`src/rtl/s_box_engine.sv`:
```
// -----------------------------------------------------------------------------
// s_box_engine
// Sequential S-box substitution engine. A WORD_W-bit word is split into
// N = WORD_W/DIGIT_W digits, and one digit per clock is substituted through
// a table supplied on Key. Mode selects forward or inverse substitution.
// A start/busy/done handshake frames each word. KeyErr flags a latched table
// that is not a permutation.
//
// Ports
//   Clk     in   1       rising-edge clock
//   Rst     in   1       asynchronous active-high reset
//   Start   in   1       request, accepted in IDLE or DONE
//   Mode    in   1       0 = forward, 1 = inverse (latched at accept)
//   In      in   WORD_W  data word (latched at accept)
//   Key     in   KEY_W   table, entry k = Key[k*DIGIT_W +: DIGIT_W]
//   Out     out  WORD_W  result word, held until the next completion
//   Busy    out  1       high while running
//   Done    out  1       one-cycle completion pulse
//   KeyErr  out  1       latched key has duplicate entries
// -----------------------------------------------------------------------------
module s_box_engine #(
    parameter int unsigned WORD_W  = 8,
    parameter int unsigned DIGIT_W = 2
) (
    input  logic                                 Clk,
    input  logic                                 Rst,
    input  logic                                 Start,
    input  logic                                 Mode,
    input  logic [WORD_W-1:0]                    In,
    input  logic [(1 << DIGIT_W)*DIGIT_W-1:0]    Key,
    output logic [WORD_W-1:0]                    Out,
    output logic                                 Busy,
    output logic                                 Done,
    output logic                                 KeyErr
);

    localparam int unsigned N     = WORD_W / DIGIT_W;
    localparam int unsigned T     = 1 << DIGIT_W;
    localparam int unsigned KEY_W = T * DIGIT_W;
    localparam int unsigned CNT_W = (N > 1) ? $clog2(N) : 1;

    // Reject parameter combinations that do not tile the word into digits.
    if (DIGIT_W < 1 || DIGIT_W > 4 || WORD_W == 0 || (WORD_W % DIGIT_W) != 0) begin : g_param_err
        $error("s_box_engine: WORD_W must be a positive multiple of DIGIT_W, DIGIT_W in 1..4");
    end

    typedef enum logic [1:0] {
        ST_IDLE = 2'd0,
        ST_RUN  = 2'd1,
        ST_DONE = 2'd2
    } state_t;

    state_t               state;
    logic [CNT_W-1:0]     cnt;
    logic [WORD_W-1:0]    work;
    logic [WORD_W-1:0]    res;
    logic [KEY_W-1:0]     key_q;
    logic                 mode_q;
    logic                 key_err_q;

    logic [DIGIT_W-1:0]   digit_c;
    logic [DIGIT_W-1:0]   fwd_c;
    logic [DIGIT_W-1:0]   inv_c;
    logic [DIGIT_W-1:0]   sub_c;
    logic [WORD_W-1:0]    res_next_c;
    logic                 last_c;
    logic                 key_err_c;

    // Select the current digit, substitute it, and merge it into the result.
    always_comb begin
        digit_c    = '0;
        fwd_c      = '0;
        inv_c      = '0;
        sub_c      = '0;
        res_next_c = res;
        last_c     = (cnt == CNT_W'(N - 1));

        for (int unsigned j = 0; j < N; j++) begin
            if (cnt == CNT_W'(j)) begin
                digit_c = work[j*DIGIT_W +: DIGIT_W];
            end
        end

        // Descending scan so the lowest matching index wins for the inverse;
        // an unmatched value leaves the inverse at zero.
        for (int k = int'(T) - 1; k >= 0; k--) begin
            if (DIGIT_W'(k) == digit_c) begin
                fwd_c = key_q[k*DIGIT_W +: DIGIT_W];
            end
            if (key_q[k*DIGIT_W +: DIGIT_W] == digit_c) begin
                inv_c = DIGIT_W'(k);
            end
        end

        sub_c = mode_q ? inv_c : fwd_c;

        for (int unsigned j = 0; j < N; j++) begin
            if (cnt == CNT_W'(j)) begin
                res_next_c[j*DIGIT_W +: DIGIT_W] = sub_c;
            end
        end
    end

    // Permutation check on the incoming key; captured together with the key.
    always_comb begin
        key_err_c = 1'b0;
        for (int unsigned a = 0; a < T; a++) begin
            for (int unsigned b = a + 1; b < T; b++) begin
                if (Key[a*DIGIT_W +: DIGIT_W] == Key[b*DIGIT_W +: DIGIT_W]) begin
                    key_err_c = 1'b1;
                end
            end
        end
    end

    // Control FSM with registered outputs.
    always_ff @(posedge Clk or posedge Rst) begin
        if (Rst) begin
            state     <= ST_IDLE;
            cnt       <= '0;
            work      <= '0;
            res       <= '0;
            key_q     <= '0;
            mode_q    <= 1'b0;
            key_err_q <= 1'b0;
            Out       <= '0;
            Busy      <= 1'b0;
            Done      <= 1'b0;
            KeyErr    <= 1'b0;
        end else begin
            case (state)
                ST_IDLE, ST_DONE: begin
                    Done <= 1'b0;
                    if (Start) begin
                        state     <= ST_RUN;
                        Busy      <= 1'b1;
                        work      <= In;
                        key_q     <= Key;
                        mode_q    <= Mode;
                        key_err_q <= key_err_c;
                        cnt       <= '0;
                        res       <= '0;
                    end else begin
                        state <= ST_IDLE;
                    end
                end

                ST_RUN: begin
                    res <= res_next_c;
                    if (last_c) begin
                        state  <= ST_DONE;
                        Busy   <= 1'b0;
                        Done   <= 1'b1;
                        Out    <= res_next_c;
                        KeyErr <= key_err_q;
                        cnt    <= '0;
                    end else begin
                        cnt <= cnt + CNT_W'(1);
                    end
                end

                default: begin
                    state <= ST_IDLE;
                    Busy  <= 1'b0;
                    Done  <= 1'b0;
                end
            endcase
        end
    end

endmodule

```
`config.mk`:
```
export PLATFORM = sky130hd
export DESIGN_NAME = s_box_engine
export DESIGN_NICKNAME = d
export VERILOG_FILES = /design/src/rtl/s_box_engine.sv
export SDC_FILE = /design/constraint.sdc
export NUM_CORES = 1
export LEC_CHECK = 0
export BUFFER_PORTS_ARGS = -buffer_cell sky130_fd_sc_hd__buf_4
export CORE_ASPECT_RATIO = 1.5
export CORE_MARGIN = 4
export CORE_UTILIZATION = 40
export DETAILED_ROUTE_END_ITERATION = 12
export SYNTH_ARGS = -nofsm -noshare
export SYNTH_HDL_FRONTEND = slang
export SYNTH_SLANG_ARGS = --single-unit
export TNS_END_PERCENT = 20
```
`constraint.sdc`:
```
create_clock -name Clk -period 4.5 [get_ports Clk]
set_input_delay 0.675 -clock Clk [delete_from_list [all_inputs] [get_ports Clk]]
set_output_delay 0.675 -clock Clk [all_outputs]
set_load 0.05 [all_outputs]
```
==> results.json <==
{
  "worstHoldPathType": "reg2reg",
  "synth_ff_type": "dfrtp_1",
  "globalRoute.totalOverflow": 0,
  "worst_pin_slew_ns": 0.737,
  "rows": 31,
  "worstSkewPairLatency_ns": 0.29,
  "drive_above_1_share_pct": 19.2,
  "layout.cells.most_common": "nand2_1",
  "postRouteAntennaNets": 0,
  "grt_max_degree": 39,
  "cts_buffers": 5,
  "boundaryPins": 31,
  "synth.top_cells.by_area": "dfrtp_1 46%, nand2_1 13%, xor2_1 5.1%",
  "syn_area_per_cell_um2": 9.26,
  "cp_data_required_time_ns": 4.67,
  "first_iter_violations": 62,
  "ys_seq_elements": 38,
  "synth-edff-count": 0,
  "yosysTopAreaCell": "dfrtp_1",
  "rsz0062_at_grt": "false",
  "dieArea_um2": 6430,
  "syn2layout_area_growth_pct": 20.5,
  "crit_path_cell_trace": "inv_1 -> ha_1 -> nand2_1 -> a311oi_4 -> mux2_2 -> o311ai_2 -> nand2b_1 -> o21ai_0",
  "yosys.area.top_type_share_pct": 45.8,
  "cts_tree": "done",
  "fin_crit_sh_pct": 63.9,
  "p_switching_mw": 0.994,
  "cts_resized": 0,
  "die_h_um": 96.2,
  "dp_hpwl_um": 3290,
  "hold_viol_final": 0,
  "crit_cells": 8,
  "postSynthNetCount": 248,
  "fin_setup_tns_ns": 0,
  "fmax_ghz": 0.348,
  "fin_ws_ns": 1.63,
  "power_density_nw_per_um2": 877,
  "clock_skew_ns": 0.00976,
  "num_vias": 1624,
  "htreeDepth": 2,
  "cts_setup_buffers": 0,
  "wl_per_cell_um": 13.7,
  "combPwrFrac_pct": 55.7,
  "switching_share_pct": 45.3,
  "num-nets-final": 278,
  "critPathArrivalTime_ns": 3.04,
  "p_clk_share_pct": 16.3,
  "yosys_warnings": 0,
  "startpoint_type": "register",
  "cts_buffer_depth": 2,
  "slew_viol_final": 0,
  "critical-path-top-delay-family": "compound AO/OA/AOI/OAI gates",
  "clk_pin_slew_ns": 0.08,
  "grt_usage_pct": 15.4,
  "die_x_um": 66.8,
  "path_buf_inv": 1,
  "max-vdd-ir-drop_mv": 0.312,
  "antenna_found_initial": 0,
  "dr.pass1.iters": 4,
  "holdWs_ns": 0.482,
  "antenna_cells": 0,
  "totalWireLength_um": 4400,
  "internal-power_mw": 1.20,
  "cts-root-buf": "clkbuf_8",
  "ctsHoldBuffers": 0,
  "power_mw": 2.19,
  "criticalPathCategory": "reg2reg",
  "gp_congestion": 0.853,
  "syn_area_um2": 2070,
  "slew_headroom_pct": 50.9,
  "rr_worst_depth": 8,
  "finish.utilization_pct": 50.7,
  "initial_core_util_pct": 42.1,
  "cpPeakStageDelay_ns": 0.56,
  "coreArea_um2": 4930,
  "status": "complete, no violations",
  "hold_depth": 2,
  "setup_viol": 0,
  "seq_area_frac_synth_pct": 45.8,
  "drv_cap": 0,
  "netlist_instances": 224,
  "drcViolationCount": 0,
  "layout.cells.most_common_list": "73 x nand2_1, 38 x dfrtp_1, 32 x buf_4",
  "cts_num_sinks": 38,
  "final.min_clock_period_ns": 2.87,
  "endpoint_kind": "register",
  "dp_slack_ns": 1.64,
  "cp_max_fo": 10,
  "synth_cell_types": 36,
  "seqPwrFrac_pct": 27.9,
  "grt_pass1_vias": 1612,
  "portBuffers": 30,
  "p_leak_nw": 1.16,
  "synthArstFlopShare_pct": 100,
  "cp_slowest_cell": "a311oi_4",
  "via_per_inst": 5.06,
  "grt_pass1_wl_um": 7490,
  "fillers": 505
}
## power by group through the flow
| stage | combinational [mW] | sequential, mW | clock (mW) |
|---|---|---|---|
| 2_1_floorplan | 0.822 | 0.736 | 0 |
| 3_3_place_gp | 1.22 | 0.620 | 0 |
| 3_5_place_dp | 1.22 | 0.622 | 0 |
| 4_1_cts | 1.23 | 0.616 | 0.366 |
| 5_1_grt | 1.33 | 0.638 | 0.382 |
| 6_report | 1.22 | 0.613 | 0.358 |
## synthesized netlist by cell type (all sizes together), types with 2 or more instances
cell	instances
a21oi	6
a311oi	2
a41oi	3
buf	3
clkbuf	6
dfrtp	38
ha	4
inv	6
nand2	73
nand2b	4
nand3b	2
nor2	4
nor2b	4
nor3b	5
o21ai	18
o22ai	3
o31ai	6
or3	4
xnor2	10
xor2	12
## worst min-delay path: stages, from the launching register on
cell and delay, ns:
dfrtp_1 0.35, nand2_1 0.05, o31ai_1 0.05
## cell families after synthesis
group / count (synthesis) / synth area share [%]
flops: 38 / 45.8
fa+ha+maj: 4 / 2.41
compound gates: 45 / 17.0
mux: 2 / 1.03
simple gates: 98 / 21.4
buf+inv: 15 / 3.02
xor+xnor: 22 / 9.29
## registers in the layout, indices dropped and copies added, names as in the netlist
signal / cells
key_err_q: 1
Out: 8
KeyErr: 1
key_q: 8
Done: 1
work: 8
state: 1
cnt: 2
Busy: 1
mode_q: 1
res: 6
## final timing paths
path	from	end	slack [ns]
hold / removal	res[5]	res[5]	0.48
hold reg to reg	res[5]	res[5]	0.48
setup reg to reg	cnt[1]	Out[7]	1.63
setup / recovery	cnt[1]	Out[7]	1.63
max in group asynchronous	Rst	res[0]	3.66
min in group asynchronous	Rst	KeyErr	0.50
## stage by stage
step,cell area (µm²),cells
2_1_floorplan,2070,224
3_3_place_gp,2360,313
3_5_place_dp,2360,313
4_1_cts,2500,321
5_1_grt,2500,321
6_report,2500,321
## final cells by class
class	count	area [µm²]	share of cell area, %
inverter	6	22.5	0.901
clock inverter	2	60.1	2.40
tap	66	82.6	3.30
timing repair buffer	32	240	9.61
multi-input combinational	171	1060	42.4
clock buffer	6	82.6	3.30
sequential	38	951	38.0
## per-layer routing
layer / vias up / GRT usage [%] / wire length [µm]
met4: 0 / 6.27 / 104
met2: 29 / 26.6 / 2300
met1: 772 / 18.6 / 1860
met3: 9 / 3.15 / 141
li1: 814 / - / -
met5: - / 0 / 0
Note: power is estimated with default switching activity, not from simulation.
